===== config.mk =====
export PLATFORM = sky130hd
export DESIGN_NAME = booth4_sequencer
export DESIGN_NICKNAME = d
export VERILOG_FILES = /design/src/rtl/booth4_seq_pkg.sv /design/src/rtl/counter_nbits.sv /design/src/rtl/booth4_sequencer.sv
export SDC_FILE = /design/constraint.sdc
export NUM_CORES = 1
export LEC_CHECK = 0
export BUFFER_PORTS_ARGS = -buffer_cell sky130_fd_sc_hd__buf_4
export CAP_MARGIN = 20
export CELL_PAD_IN_SITES_DETAIL_PLACEMENT = 2
export CELL_PAD_IN_SITES_GLOBAL_PLACEMENT = 2
export CORE_MARGIN = 2
export CORE_UTILIZATION = 36
export DETAILED_ROUTE_END_ITERATION = 10
export PLACE_DENSITY_LB_ADDON = 0.1
export REMOVE_ABC_BUFFERS = 1
export SLEW_MARGIN = 20
export SYNTH_ARGS = -nofsm -noshare
export SYNTH_HDL_FRONTEND = slang
export SYNTH_HIERARCHICAL = 1
export SYNTH_SLANG_ARGS = --single-unit

===== constraint.sdc =====
create_clock -name clk -period 2.7 [get_ports clk]
set_clock_uncertainty 0.15 [all_clocks]
set_input_delay 0.27 -clock clk [delete_from_list [all_inputs] [get_ports clk]]
set_output_delay 0.27 -clock clk [all_outputs]
set_load 0.01 [all_outputs]

===== src/rtl/booth4_seq_pkg.sv =====
// Shared types and constants for the radix-4 Booth multiplier sequencer.
package booth4_seq_pkg;

  // Operand and product widths.
  localparam int OPW   = 8;
  localparam int PRODW = 16;

  // Default bus placement offsets (cycles after the mul_enable cycle)
  // and default watchdog limit in WAIT cycles.
  localparam int M_OFFSET_DEF = 1;
  localparam int Q_OFFSET_DEF = 2;
  localparam int TIMEOUT_DEF  = 63;

  // Sequencer states. ST_CAP_HI is an alias of the WAIT capture cycle;
  // the FSM merges it with ST_WAIT and never enters it on its own.
  typedef enum logic [2:0] {
    ST_IDLE   = 3'd0,
    ST_START  = 3'd1,
    ST_FEED   = 3'd2,
    ST_WAIT   = 3'd3,
    ST_CAP_HI = 3'd4,
    ST_CAP_LO = 3'd5,
    ST_HOLD   = 3'd6
  } seq_state_t;

endpackage


===== src/rtl/counter_nbits.sv =====
// Generic up-counter with synchronous clear and count enable.
module counter_nbits #(
  parameter int WIDTH = 4
) (
  input  logic             clk,
  input  logic             rst_n,
  input  logic             clr,
  input  logic             en,
  output logic [WIDTH-1:0] count
);

  // Count register: clear has priority over enable, otherwise hold.
  always_ff @(posedge clk or negedge rst_n) begin
    if (!rst_n) begin
      count <= '0;
    end else if (clr) begin
      count <= '0;
    end else if (en) begin
      count <= count + WIDTH'(1);
    end else begin
      count <= count;
    end
  end

endmodule


===== src/rtl/booth4_sequencer.sv =====
// Operand feeder and result collector for the radix-4 Booth multiplier.
// Accepts an operand pair, pulses mul_enable, places M and Q on the shared
// input bus at fixed offsets, captures the high then low product byte and
// holds the product until downstream takes it. A watchdog aborts a stalled
// multiplier with a zero product flagged by out_timeout.
module booth4_sequencer
  import booth4_seq_pkg::*;
#(
  parameter int M_OFFSET = M_OFFSET_DEF,
  parameter int Q_OFFSET = Q_OFFSET_DEF,
  parameter int TIMEOUT  = TIMEOUT_DEF
) (
  input  logic             clk,
  input  logic             rst_n,
  input  logic             in_valid,
  output logic             in_ready,
  input  logic [OPW-1:0]   in_m,
  input  logic [OPW-1:0]   in_q,
  output logic             mul_enable,
  output logic [OPW-1:0]   mul_inbus,
  input  logic             mul_done,
  input  logic [OPW-1:0]   mul_outbus,
  output logic             out_valid,
  input  logic             out_ready,
  output logic [PRODW-1:0] out_product,
  output logic             out_timeout
);

  // Offsets and watchdog limit as 8-bit compare constants. The abort fires
  // in the WAIT cycle whose pre-increment count is TIMEOUT-1, i.e. after
  // exactly TIMEOUT WAIT cycles.
  localparam logic [7:0] M_OFF_C  = 8'(M_OFFSET);
  localparam logic [7:0] Q_OFF_C  = 8'(Q_OFFSET);
  localparam logic [7:0] WD_LIM_C = 8'(TIMEOUT - 1);

  seq_state_t state_r;
  seq_state_t state_next_s;

  logic [OPW-1:0]   m_r;
  logic [OPW-1:0]   q_r;
  logic [PRODW-1:0] product_r;
  logic             timeout_r;
  logic             in_ready_r;
  logic             mul_enable_r;
  logic [OPW-1:0]   mul_inbus_r;
  logic             out_valid_r;

  logic       latch_s;
  logic       cap_hi_s;
  logic       cap_lo_s;
  logic       abort_s;
  logic       phase_clr_s;
  logic       phase_en_s;
  logic       wd_clr_s;
  logic       wd_en_s;
  logic [7:0] phase_cnt_s;
  logic [7:0] phase_s;
  logic [7:0] phase_next_s;
  logic [7:0] wd_cnt_s;
  logic [7:0] inbus_next_s;

  // Phase counter: cleared in START, counts FEED cycles.
  counter_nbits #(.WIDTH(8)) u_phase_cnt (
    .clk   (clk),
    .rst_n (rst_n),
    .clr   (phase_clr_s),
    .en    (phase_en_s),
    .count (phase_cnt_s)
  );

  // Watchdog counter: counts WAIT cycles, cleared everywhere else.
  counter_nbits #(.WIDTH(8)) u_wd_cnt (
    .clk   (clk),
    .rst_n (rst_n),
    .clr   (wd_clr_s),
    .en    (wd_en_s),
    .count (wd_cnt_s)
  );

  // The counter starts at zero in the first FEED cycle, which is phase 1.
  assign phase_s = phase_cnt_s + 8'd1;

  // Next-state and control strobes for the sequencer FSM.
  always_comb begin
    state_next_s = state_r;
    latch_s      = 1'b0;
    cap_hi_s     = 1'b0;
    cap_lo_s     = 1'b0;
    abort_s      = 1'b0;
    phase_clr_s  = 1'b1;
    phase_en_s   = 1'b0;
    wd_clr_s     = 1'b1;
    wd_en_s      = 1'b0;
    phase_next_s = 8'd0;
    case (state_r)
      ST_IDLE: begin
        // in_ready_r gates acceptance so the cycle right after reset
        // release (in_ready still low) cannot take an operand.
        if (in_valid && in_ready_r) begin
          latch_s      = 1'b1;
          state_next_s = ST_START;
        end else begin
          state_next_s = ST_IDLE;
        end
      end
      ST_START: begin
        phase_clr_s  = 1'b1;
        phase_next_s = 8'd1;
        state_next_s = ST_FEED;
      end
      ST_FEED: begin
        phase_clr_s = 1'b0;
        phase_en_s  = 1'b1;
        if (phase_s == Q_OFF_C) begin
          state_next_s = ST_WAIT;
        end else begin
          phase_next_s = phase_s + 8'd1;
          state_next_s = ST_FEED;
        end
      end
      ST_WAIT, ST_CAP_HI: begin
        wd_clr_s = 1'b0;
        wd_en_s  = 1'b1;
        // done is checked first so it wins on the watchdog boundary cycle
        if (mul_done) begin
          cap_hi_s     = 1'b1;
          state_next_s = ST_CAP_LO;
        end else if (wd_cnt_s == WD_LIM_C) begin
          abort_s      = 1'b1;
          state_next_s = ST_HOLD;
        end else begin
          state_next_s = ST_WAIT;
        end
      end
      ST_CAP_LO: begin
        cap_lo_s     = 1'b1;
        state_next_s = ST_HOLD;
      end
      ST_HOLD: begin
        if (out_ready) begin
          state_next_s = ST_IDLE;
        end else begin
          state_next_s = ST_HOLD;
        end
      end
      default: begin
        state_next_s = ST_IDLE;
      end
    endcase
  end

  // Operand bus value for the coming cycle, chosen by the coming phase.
  always_comb begin
    inbus_next_s = 8'h00;
    if (state_next_s == ST_FEED) begin
      if (phase_next_s == M_OFF_C) begin
        inbus_next_s = m_r;
      end else if (phase_next_s == Q_OFF_C) begin
        inbus_next_s = q_r;
      end else begin
        inbus_next_s = 8'h00;
      end
    end else begin
      inbus_next_s = 8'h00;
    end
  end

  // FSM state register.
  always_ff @(posedge clk or negedge rst_n) begin
    if (!rst_n) begin
      state_r <= ST_IDLE;
    end else begin
      state_r <= state_next_s;
    end
  end

  // Registered handshake and multiplier-drive outputs, decoded from next state.
  always_ff @(posedge clk or negedge rst_n) begin
    if (!rst_n) begin
      in_ready_r   <= 1'b0;
      mul_enable_r <= 1'b0;
      mul_inbus_r  <= 8'h00;
      out_valid_r  <= 1'b0;
    end else begin
      in_ready_r   <= (state_next_s == ST_IDLE);
      mul_enable_r <= (state_next_s == ST_START);
      mul_inbus_r  <= inbus_next_s;
      out_valid_r  <= (state_next_s == ST_HOLD);
    end
  end

  // Operand latches, loaded on the accept handshake.
  always_ff @(posedge clk or negedge rst_n) begin
    if (!rst_n) begin
      m_r <= 8'h00;
      q_r <= 8'h00;
    end else if (latch_s) begin
      m_r <= in_m;
      q_r <= in_q;
    end else begin
      m_r <= m_r;
      q_r <= q_r;
    end
  end

  // Product capture: high byte on done, low byte one cycle later, or zero
  // with the timeout flag on a watchdog abort.
  always_ff @(posedge clk or negedge rst_n) begin
    if (!rst_n) begin
      product_r <= 16'h0000;
      timeout_r <= 1'b0;
    end else if (cap_hi_s) begin
      product_r[15:8] <= mul_outbus;
    end else if (abort_s) begin
      product_r <= 16'h0000;
      timeout_r <= 1'b1;
    end else if (cap_lo_s) begin
      product_r[7:0] <= mul_outbus;
      timeout_r      <= 1'b0;
    end else begin
      product_r <= product_r;
      timeout_r <= timeout_r;
    end
  end

  assign in_ready    = in_ready_r;
  assign mul_enable  = mul_enable_r;
  assign mul_inbus   = mul_inbus_r;
  assign out_valid   = out_valid_r;
  assign out_product = product_r;
  assign out_timeout = timeout_r;

endmodule


# Word-level counts from Yosys, hierarchy flattened
# Index checks and enable logic that the tools add are counted.
totals:
  ff_bits: 63
  out_inout_bits: 28
classes:
  n_addsub: 3
  eq_ne: 15
  muxes: 30
  n_bitwise: 1
  n_reduce_logical: 7
op_table:
  columns: ["op", "n"]
  rows:
  - ["$mux 8", 10]
  - ["$add 8x1->8 const B", 3]
  - ["$pmux 3 s6", 1]
  - ["$eq 8x2->1 const B", 2]
  - ["$mux 16", 1]
  - ["$pmux 8 s2", 1]
  - ["$mux 1", 14]
  - ["$eq 3x3->1 const B", 4]
  - ["$eq 3x2->1 const B", 3]
  - ["$mux 3", 3]
  - ["$eq 8x1->1 const B", 1]
  - ["$eq 8x6->1 const B", 1]
  - ["$eq 3x1->1 const B", 2]
  - ["$logic_not 3->1", 2]
  - ["$reduce_bool 2->1", 2]
  - ["$ne 2x1->1 const B", 1]
  - ["$ne 2x2->1 const B", 1]
  - ["$reduce_and 2->1", 1]
  - ["$reduce_or 2->1", 1]
  - ["$logic_and 1x1->1", 1]
  - ["$not 1->1", 1]

# Longest topological paths before layout
depth:
  depth_word: 8
  ltp_mapped: 8

# By module
# Netlist, hierarchy kept.
by_module_without_submodules:
  columns: ["mod", "instances", "cells_per_inst", "area_each_um2", "seq_area_each_um2"]
  rows:
  - ["booth4_sequencer", 1, 207, 2324.7, 1176.1]
  - ["counter_nbits", 2, 37, 396.6, 200.2]

# Worst setup path before layout
# No wires, ideal clock.
synth_timing:
  kind: "flip-flop to flip-flop"
  from: "register u_phase_cnt.count[0]"
  to: "register mul_inbus_r[0], in the netlist mul_inbus[0]"
  setup_time_ns: 0.121
  arrival_ns: 2.076
  slack_ns: 0.353
  path_stages_with_launch: 9
  n_path_buf: 1
  cell_sequence: "dfrtp_1 ha_1 buf_6 nor3_1 o211ai_2 a221oi_2 o31ai_2 a22o_1 a22o_1"
synth_via:
  elab_chain_cells: 8
  word_cells_on_any_way: 13
  cone_classes: "add/sub: 2; eq/ne: 4; mux: 7"
synth_lines:
  columns: ["element", "line", "source"]
  rows:
  - ["from (decl)", "counter_nbits.sv:9", "output logic [WIDTH-1:0] count"]
  - ["from (signal assigned)", "counter_nbits.sv:19", "count <= count + WIDTH'(1);"]
  - ["from (signal assigned)", "counter_nbits.sv:21", "count <= count;"]
  - ["$add 8x1->8 *", "booth4_sequencer.sv:81", "assign phase_s = phase_cnt_s + 8'd1;"]
  - ["$add 8x1->8 or $eq 8x2->1 (tied branches)", "booth4_sequencer.sv:117, booth4_sequencer.sv:114", null]
  - ["$mux 8", "booth4_sequencer.sv:114", "if (phase_s == Q_OFF_C) begin"]
  - ["$pmux 8 s2", "booth4_sequencer.sv:95", "case (state_r)"]
  - ["$eq 8x2->1", "booth4_sequencer.sv:158", "end else if (phase_next_s == Q_OFF_C) begin"]
  - ["$mux 8", "booth4_sequencer.sv:158", null]
  - ["$mux 8", "booth4_sequencer.sv:156", "if (phase_next_s == M_OFF_C) begin"]
  - ["$mux 8 *", "booth4_sequencer.sv:155", "if (state_next_s == ST_FEED) begin"]
  - ["named net inbus_next_s[0]", "booth4_sequencer.sv:60", "logic [7:0] inbus_next_s;"]
  - ["to (signal assigned)", "booth4_sequencer.sv:187", "mul_inbus_r <= inbus_next_s;"]
  - ["to (decl)", "booth4_sequencer.sv:45", "logic [OPW-1:0] mul_inbus_r;"]
# Mark *: on every way through the listed nets, which the timed path passes. The rest lies on a longest branch.
# A chain may end at the register's enable or synchronous reset.

# Worst setup path in the final report
# Ends and elaborated chain as after synthesis.

==> impl_metrics.py <==
metrics = {
    "floorplan": {
        "fp.dieArea_mm2": 0.009422,
        "die_w_um": 97.07,
        "rows": 33,
        "chipHeight_um": 97.07,
        "core_mm2": 0.008299,
        "start_util_pct": 37.57,
        "num_io_pins": 57,
    },
    "synthesis": {
        "syn_area_mm2": 0.003118,
        "ys_ff_latch": 63,
        "yosysTopAreaCellShare_pct": 50.56,
        "syn_inst": 281,
        "yosys.area_share.simple_pct": 15.57,
        "synth_xor_xnor_area_share_pct": 4.735,
        "synth.most_common_cell": "dfrtp_1",
        "ys_seq_area_share_pct": 50.56,
        "synth-edff-count": 0,
        "synth_fa_ha_area_share_pct": 2.006,
        "synth_cell_types": 50,
        "synth_top_family_by_area": "compound AO/OA/AOI/OAI gates",
        "synth_top_flop_cell": "dfrtp_1",
        "yosysTopAreaCell": "dfrtp_1",
        "yosys-top-cells-count": "dfrtp_1, a22o_1, nand2_1",
        "yosys_warnings": 6,
        "netlist_top_cells_area": "dfrtp_1, a22o_1, mux2_2, a21oi_1, nand3_1",
        "synth.area.mux_share_pct": 6.421,
        "synth_area_per_cell_um2": 11.10,
        "synth_compound_area_share_pct": 16.61,
        "synthArstFlopShare_pct": 100.0,
    },
    "power_and_ir_drop": {
        "ir_drop_mv": 0.3162,
        "seqPwrFrac_pct": 40.8,
        "p_int_uw": 2344,
        "total_power_uw": 3692,
        "swShare_pct": 36.50,
        "p_leak_uw": 0.001746,
        "p_per_area_mw_per_mm2": 945.1,
        "p_sw_uw": 1347,
        "p_comb_share_pct": 39.3,
        "clockPowerShare_pct": 19.9,
    },
    "cells_and_area": {
        "nets": 387,
        "final_layout_size_suffix_gt1_share_pct": 32.96,
        "fin_util_pct": 47.07,
        "final.fill_count": 867,
        "seqCellArea_mm2": 0.001577,
        "diodes": 0,
        "area_delta_synth_final_pct": 25.28,
        "finalInstanceArea_mm2": 0.003906,
        "multi_input_area_mm2": 0.001420,
    },
    "cts": {
        "clk_pin_slew_worst_paths_ps": 80,
        "cts_sinks": 63,
        "clockBufferDepth": 2,
        "cts_made_buffers": 9,
        "htree_num_levels": 3,
        "clkLatencyLatePin_ps": 340,
        "root_buffer": "clkbuf_8",
        "cts_tree": "built",
    },
    "sta": {
        "setup_ws_ps": 115.4,
        "finalSetupViolCount": 0,
        "maxSlewViolCount": 0,
        "hold_viol": 0,
        "post-route-period-util_pct": 95.72,
        "min_period_ps": 2585,
        "clock.fmax_ghz": 0.3869,
        "slew_headroom_pct": 45.61,
        "tightest_slew_ps": 815.9,
    },
    "run": {
        "cap_violations": 0,
    },
    "placement": {
        "dp_hpwl_um": 6061,
        "place_ws_ps": 223.9,
        "portBuffers": 56,
        "globalplace.congestion": 0.7445,
        "placed_area_mm2": 0.003651,
    },
    "status": {
        "outcome": "complete, no violations",
    },
    "routing": {
        "drt_wl_total_um": 8548,
        "drc": 0,
        "ant_nets": 0,
        "wl_per_cell_um": 18.46,
        "firstDrtPassIters": 4,
        "detail_route.iter0.violations": 67,
        "avgViaCountPerCell": 5.302,
        "dr_total_vias": 2455,
    },
    "global_route": {
        "grt_use_total_pct": 19.25,
        "antenna_found_initial": 0,
        "grt_pass1_vias": 2771,
        "gr-total-overflow": 0,
        "grt_pass1_wl_um": 14580,
        "grt_max_degree": 64,
    },
    "worst_setup_path": {
        "crit_path_start": "u_phase_cnt/count[0]",
        "max_stage_delay_ps": 390,
        "cp_num_cells": 8,
        "critPathBufInv": 1,
        "crit_type": "flip-flop to flip-flop",
        "worst_ep_required_time_ps": 2770,
        "r2r-start": "u_phase_cnt/count[0]",
        "crit_arrival_ps": 2660,
        "end_kind": "flip-flop",
        "rr_worst_depth": 8,
        "r2r_slack_ps": 120,
        "crit_path_top_delay_cell": "dfrtp_1",
        "crit_family": "compound AO/OA/AOI/OAI gates",
        "r2r_end": "mul_inbus[0]",
        "path_cells": "ha_1 -> nor4_2 -> o21ai_0 -> a221oi_2 -> o31ai_2 -> buf_4 -> a22o_1 -> a22o_1",
        "crit_fanout": 10,
        "path_common_cell": "a22o_1",
        "start_kind": "flip-flop",
    },
    "hold_path": {
        "hold-path-cell-count": 2,
        "hp-class": "primary input to flip-flop",
        "hold_end": "q_r[7]",
        "min_from": "in_q[7]",
    },
}
==> power by group through the flow <==
stage                     Combinational (uW)  Clock, uW  Sequential (uW)
after CTS                               1470        765             1520
after floorplan                          750          0             1550
after detailed placement                1460          0             1530
after global routing                    1590        811             1560
after global placement                  1380          0             1510
final                                   1450        736             1510
==> registers in the layout (all words and copies together) (netlist names) <==
register and count:
state_r 3, out_valid 1, u_wd_cnt/count 8, out_product 16, m_r 8, mul_enable 1
in_ready 1, mul_inbus 8, q_r 8, u_phase_cnt/count 8, out_timeout 1
==> through the flow <==
| step | std cells | setup TNS, ps | hold slack [ps] |
|---|---|---|---|
| after floorplan | 267 | 0 | -175.6 |
| after global routing | 463 | -33.10 | 1.148 |
| after global placement | 439 | 0 | 266.2 |
| after detailed placement | 439 | 0 | 280.5 |
| after CTS | 461 | 0 | 1.459 |
| final | 463 | 0 | 13.56 |
==> what timing repair did <==
item | 4_1_cts | 5_1_grt
hold buffers | 6 | 1
endpoints found under the setup margin | 0 | 8
hold endpoints to repair | 68 | 1
buffers inserted | 0 | 1
gates resized for setup | 0 | 1
==> layer usage <==
| metal | track usage [%] | up-vias | share of wire, % |
|---|---|---|---|
| met2 | 33.17 | 40 | 51 |
| met1 | 24.32 | 1249 | 44 |
| met3 | 3.597 | 6 | 3.1 |
| li1 | - | 1160 | - |
| met4 | 6.501 | 0 | 1.2 |
| met5 | 0 | - | 0 |
==> worst max-delay path by stage <==
| stage | end |
|---|---|
| floorplan | mul_inbus[0] |
| global placement | mul_inbus[3] |
| detailed placement | mul_inbus[3] |
| CTS | mul_inbus[0] |
| global route | mul_inbus[3] |
| finish | mul_inbus[0] |
==> cells in the final DEF (no fill, tap or decap), types with 2 or more instances in the layout <==
| cell | instances |
|---|---|
| o21ai_1 | 2 |
| ha_1 | 5 |
| and2_1 | 4 |
| nand4_1 | 6 |
| or3_1 | 7 |
| xor2_1 | 9 |
| xnor2_1 | 6 |
| inv_1 | 6 |
| nand3_1 | 16 |
| dfrtp_1 | 63 |
| clkbuf_8 | 9 |
| nor2_2 | 2 |
| clkinvlp_4 | 2 |
| clkinv_2 | 3 |
| a22o_1 | 24 |
| o2111ai_4 | 2 |
| dlygate4sd3_1 | 7 |
| nor2_1 | 16 |
| mux2i_1 | 2 |
| nand2b_1 | 2 |
| mux2_2 | 16 |
| o21ai_0 | 12 |
| a21oi_1 | 16 |
| buf_4 | 68 |
| nand2_1 | 21 |
| nor3_1 | 3 |
==> kinds of logic (layout without fill, tap and decap cells) <==
| group | count (synthesis) | in the layout |
|---|---|---|
| AOI/OAI and AO/OA | 66 | 66 |
| xor gates and xnor gates | 16 | 16 |
| adders and majority gates | 5 | 5 |
| buffers and inverters | 21 | 98 |
| DFF | 63 | 63 |
| muxes | 18 | 18 |
| and+or+nand+nor | 92 | 92 |
==> layout make-up <==
type,count,area share (%)
timing repair buffer,75,14.86
inverter,7,0.6726
tap,105,3.363
clock buffer,9,3.171
clock inverter,7,1.217
multi-input combinational,197,36.35
sequential,63,40.36
Power figures use the tool's default switching activity.
